**config.mk**
```make
export PLATFORM = sky130hd
export DESIGN_NAME = hamming_hakem
export DESIGN_NICKNAME = d
export VERILOG_FILES = /design/src/rtl/hamming_hakem.sv
export SDC_FILE = /design/constraint.sdc
export NUM_CORES = 1
export LEC_CHECK = 0
export ABC_CLOCK_PERIOD_IN_PS = 5600
export CORE_ASPECT_RATIO = 2
export CORE_MARGIN = 1
export CORE_UTILIZATION = 41
export DETAILED_ROUTE_END_ITERATION = 8
export HOLD_SLACK_MARGIN = 0.12
export PLACE_DENSITY = 0.82
export SLEW_MARGIN = 20
export SYNTH_ARGS = -nofsm -noshare
export SYNTH_HDL_FRONTEND = slang
export SYNTH_SLANG_ARGS = --single-unit
export TNS_END_PERCENT = 50
```
**constraint.sdc**
```tcl
create_clock -name clk_i -period 5.6 [get_ports clk_i]
set_input_delay 0.84 -clock clk_i [delete_from_list [all_inputs] [get_ports clk_i]]
set_output_delay 0.84 -clock clk_i [all_outputs]
set_load 0.05 [all_outputs]
```
**src/rtl/hamming_hakem.sv**
```systemverilog
`default_nettype none
// ============================================================================
//  Module   : hamming_hakem
//  Purpose  : Two-requester arbiter in front of one shared 32-bit Hamming
//             distance datapath. Round-robin grant, operand latch, one
//             registered result slot with valid/ready handshake back to the
//             granted requester.
//  Ports    : clk_i, rst_ni (async, active-low)
//             istekN_gecerli_i / istekN_hazir_o / istekN_deger{1,2}_i
//                 operand handshake for requester N (0 = X-instr, 1 = crypto)
//             sonucN_gecerli_o / sonucN_hazir_i
//                 result handshake for requester N
//             sonuc_o        shared 6-bit distance bus (0..32)
//             islem_sayisi_o completed-operation counter
//  Options  : define HAMMING_HAKEM_SAYAC_EN to build the saturating
//             operation counter; otherwise islem_sayisi_o is tied to 0.
//  Revision : 1.0 - initial release
// ============================================================================

// Population count of the XOR of two 32-bit words.
module hamming_distance (
    input  logic [31:0] i_a,
    input  logic [31:0] i_b,
    output logic [5:0]  o_mesafe
);
    logic [31:0] w_fark;

    always_comb begin
        w_fark   = i_a ^ i_b;
        o_mesafe = '0;
        for (int i = 0; i < 32; i++) begin
            o_mesafe = o_mesafe + {5'd0, w_fark[i]};
        end
    end
endmodule

module hamming_hakem #(
    parameter int SAYAC_GENISLIGI = 16
) (
    input  logic                       clk_i,
    input  logic                       rst_ni,
    input  logic                       istek0_gecerli_i,
    output logic                       istek0_hazir_o,
    input  logic [31:0]                istek0_deger1_i,
    input  logic [31:0]                istek0_deger2_i,
    input  logic                       istek1_gecerli_i,
    output logic                       istek1_hazir_o,
    input  logic [31:0]                istek1_deger1_i,
    input  logic [31:0]                istek1_deger2_i,
    output logic                       sonuc0_gecerli_o,
    output logic                       sonuc1_gecerli_o,
    input  logic                       sonuc0_hazir_i,
    input  logic                       sonuc1_hazir_i,
    output logic [5:0]                 sonuc_o,
    output logic [SAYAC_GENISLIGI-1:0] islem_sayisi_o
);
    localparam logic [1:0] C_BOSTA   = 2'd0;
    localparam logic [1:0] C_HESAPLA = 2'd1;
    localparam logic [1:0] C_SONUC   = 2'd2;

    logic [1:0]  state_q, state_d;
    logic        ptr_q, ptr_d;       // preferred requester on a tie
    logic        grant_q, grant_d;   // requester owning the current operation
    logic [31:0] op1_q, op1_d;
    logic [31:0] op2_q, op2_d;
    logic [5:0]  sonuc_q, sonuc_d;

    logic        w_herhangi;
    logic        w_secim;
    logic        w_tuketildi;
    logic [5:0]  w_mesafe;

    hamming_distance u_hd (
        .i_a      (op1_q),
        .i_b      (op2_q),
        .o_mesafe (w_mesafe)
    );

    assign w_herhangi  = istek0_gecerli_i | istek1_gecerli_i;
    // Pointer only matters on a tie; a lone requester wins outright.
    assign w_secim     = (istek0_gecerli_i & istek1_gecerli_i) ? ptr_q : istek1_gecerli_i;
    // Only the owner's ready counts; the other requester's ready is ignored.
    assign w_tuketildi = (state_q == C_SONUC) & (grant_q ? sonuc1_hazir_i : sonuc0_hazir_i);

    always_comb begin
        state_d = state_q;
        ptr_d   = ptr_q;
        grant_d = grant_q;
        op1_d   = op1_q;
        op2_d   = op2_q;
        sonuc_d = sonuc_q;
        case (state_q)
            C_BOSTA: begin
                if (w_herhangi) begin
                    grant_d = w_secim;
                    ptr_d   = ~w_secim;
                    op1_d   = w_secim ? istek1_deger1_i : istek0_deger1_i;
                    op2_d   = w_secim ? istek1_deger2_i : istek0_deger2_i;
                    state_d = C_HESAPLA;
                end
            end
            C_HESAPLA: begin
                sonuc_d = w_mesafe;
                state_d = C_SONUC;
            end
            C_SONUC: begin
                // Return to idle only; the next grant happens one cycle later.
                if (w_tuketildi) begin
                    state_d = C_BOSTA;
                end
            end
            default: state_d = C_BOSTA;
        endcase
    end

    always_ff @(posedge clk_i or negedge rst_ni) begin
        if (!rst_ni) begin
            state_q <= C_BOSTA;
            ptr_q   <= 1'b0;
            grant_q <= 1'b0;
            op1_q   <= '0;
            op2_q   <= '0;
            sonuc_q <= '0;
        end else begin
            state_q <= state_d;
            ptr_q   <= ptr_d;
            grant_q <= grant_d;
            op1_q   <= op1_d;
            op2_q   <= op2_d;
            sonuc_q <= sonuc_d;
        end
    end

    // Ready is combinational from the valids; gating with rst_ni keeps it
    // low while reset is held even if requesters keep their valids high.
    assign istek0_hazir_o   = rst_ni & (state_q == C_BOSTA) & w_herhangi & ~w_secim;
    assign istek1_hazir_o   = rst_ni & (state_q == C_BOSTA) & w_herhangi &  w_secim;
    assign sonuc0_gecerli_o = (state_q == C_SONUC) & ~grant_q;
    assign sonuc1_gecerli_o = (state_q == C_SONUC) &  grant_q;
    assign sonuc_o          = sonuc_q;

`ifdef HAMMING_HAKEM_SAYAC_EN
    logic [SAYAC_GENISLIGI-1:0] sayac_q, sayac_d;

    always_comb begin
        sayac_d = sayac_q;
        if (w_tuketildi && (sayac_q != {SAYAC_GENISLIGI{1'b1}})) begin
            sayac_d = sayac_q + 1'b1;
        end
    end

    always_ff @(posedge clk_i or negedge rst_ni) begin
        if (!rst_ni) begin
            sayac_q <= '0;
        end else begin
            sayac_q <= sayac_d;
        end
    end

    assign islem_sayisi_o = sayac_q;
`else
    assign islem_sayisi_o = '0;
`endif

endmodule
`default_nettype wire

```
==> flow_metrics.tcl <==
set metrics [dict create \
    post-synth-top-area-cell "dfrtp_1" \
    nFillCells 927 \
    slew_violations 0 \
    drtPass1Iterations 6 \
    syn_avg_cell_area_um2 11.9 \
    clock_latency_ps 340 \
    hold_viol_final 0 \
    grt_pass1_vias 3935 \
    timing.final.crit_share 0.966 \
    clk_path_buf_depth 2 \
    numPortBuffers 143 \
    io-pin-count 160 \
    synth_edf_count 0 \
    period_needed_ps 5410 \
    start_util 0.419 \
    drtIter0Drc 194 \
    cts_resized 0 \
    wirelength_mm 12.4 \
    cap_violations 0 \
    cp-start-kind "register" \
    netlist_top_cells_area "dfrtp_1 (41%), a221o_1 (14%), fa_1 (11%), a21boi_0 (7.1%), a21boi_1 (3.5%)" \
    cts-htree-levels 3 \
    yosys_warnings 0 \
    ys_ff_latch 74 \
    setup_viol 0 \
    vias 3623 \
    ctsHoldBuffers 0 \
    nets 673 \
    seq_area_frac_synth 0.409 \
    synthCells 381 \
    outcome "finished with violations" \
    core_area_mm2 0.0108 \
    grt_max_degree 67 \
    netlist.area_leader.share 0.409 \
    max-slew-margin-rel 0.498 \
    post_drt_wl_per_cell_um 19.1 \
    vias_per_cell 5.56 \
    overflow 0 \
    endpoint_kind "register" \
    die_w_um 76.3 \
    grt_pass1_wl_mm 19.5 \
    dieArea_mm2 0.0115 \
    synthArstFlopShare 1.00 \
    critPathKind "register to register" \
    area_delta_synth_final_pct 39.1 \
    detail-route-antenna-nets 0 \
    rsz0062_at_grt "false" \
    num_antenna_cells 0 \
    rows 54 \
    die_y_um 151 \
    clock-skew-final_ps 6.78 \
    cts_setup_buffers 0 \
    ys_types 37 \
    worst_pin_slew_ps 753 \
    violations "design-rule violations" \
    track_usage 0.224 \
    place_hpwl_mm 9.10 \
    cts-buffers-inserted 9 \
    place_congestion 0.846 \
    holdCritPathClass "input pin to async pin" \
    whs_ps 455 \
    cts.clk_slew.worst_paths_ps 60 \
    ys.flop_type "dfrtp_1" \
    synth.cell_area_mm2 0.00453 \
    path_max_fanout 2 \
    tritoncts "done" \
    antenna_found_initial 0 \
    utilization 0.583 \
    cp.required_ps 5800 \
    drc 1 \
    worstPathArrival_ps 5610 \
    fmax_ghz 0.185 \
    cts_sinks 74 \
    clock-root-buffer "clkbuf_16" \
    drive_gt1_frac 0.0547 \
    fin_tns_setup_ps 0 \
]
==> through the flow <==
stage	instances	worst slack [ps]	instance area [µm²]
after global placement	636	253	5930
final	652	188	6300
after detailed placement	636	55.5	5930
after global routing	652	51.2	6300
after CTS	652	23.5	6290
after floorplan	396	372	4590
==> registers in the layout, indices dropped and copies added, names as in the netlist <==
| signal | count |
|---|---|
| state_q | 2 |
| op1_q | 32 |
| op2_q | 32 |
| sonuc_o | 6 |
| grant_q | 1 |
| ptr_q | 1 |
==> worst paths after layout <==
path                             from  cells after the start         end  slack (ps)
setup / recovery             op2_q[0]                     14  sonuc_o[4]         190
hold / removal                 rst_ni                      1   op2_q[10]         450
setup reg to reg             op2_q[0]                     14  sonuc_o[4]         190
hold reg to reg            sonuc_o[2]                      2  sonuc_o[2]         500
max in group asynchronous      rst_ni                      2   op1_q[26]        4270
min in group clk_i         sonuc_o[2]                      2  sonuc_o[2]         500
==> synth_stat cells, types with 8 or more instances <==
library cell,n
a21boi_1,21
a21boi_0,43
xor2_1,16
fa_1,24
dfrtp_1,74
ha_1,8
a221o_1,64
buf_2,8
inv_1,22
xnor2_1,17
clkbuf_1,14
buf_4,18
==> per-layer routing <==
layer  GRT usage  up-vias  wire (µm)
li1            -     1631          -
met1       0.238     1816       4420
met2       0.417      147       7080
met3      0.0430       29        475
met4       0.111        0        468
met5           0        -          0
==> layout by cell type (no fill, tap or decap), types with 3 or more instances in the layout <==
cell             Yosys  layout
xnor2_1             17      17
conb_1               1      16
clkbuf_16            0       9
a21boi_1            21      21
a221o_1             64      64
buf_4               18       3
xor2_1              16      16
nand2_1              5       5
a21boi_0            43      43
fa_1                24      23
nand2b_1             5       5
dfrtp_1             74      74
o21ai_1              4       4
clkdlybuf4s50_1      0     142
nor2_1               3       3
ha_1                 8       8
inv_1               22      22
bufinv_16            0       4
==> cells by family (layout without fill, tap and decap cells) <==
kind of cell,after synthesis,count (layout),synth area share
AO/OA/AOI/OAI,141,141,0.266
XOR/XNOR,33,33,0.0638
adder cells (fa/ha/maj),32,32,0.128
buffers and inverters,67,183,0.0809
flip-flops,74,74,0.409
multiplexers,2,2,0.00470
other,1,16,0.000828
AND/OR/NAND/NOR,31,31,0.0470
==> area by class of cell <==
type	instances	area, µm²	share of cell area
clock inverter	7	141	0.0224
clock buffer	9	225	0.0357
tap	140	175	0.0278
multi-input combinational	255	2380	0.378
sequential	74	1850	0.294
timing repair buffer	145	1440	0.229
inverter	22	82.6	0.0131
==> worst max-delay path: stages, from the launching register on <==
cell     delay (ps)
dfrtp_1         390
xor2_1          170
ha_1            320
fa_1            570
fa_1            440
fa_1            480
fa_1            540
inv_1            60
fa_1            510
fa_1            520
fa_1            480
fa_2            380
nor2b_2         160
or4_1           160
nand3_1         100
Power is not shown: default switching activity piles up to over one toggle a cycle in this logic, so the estimate is an artifact.
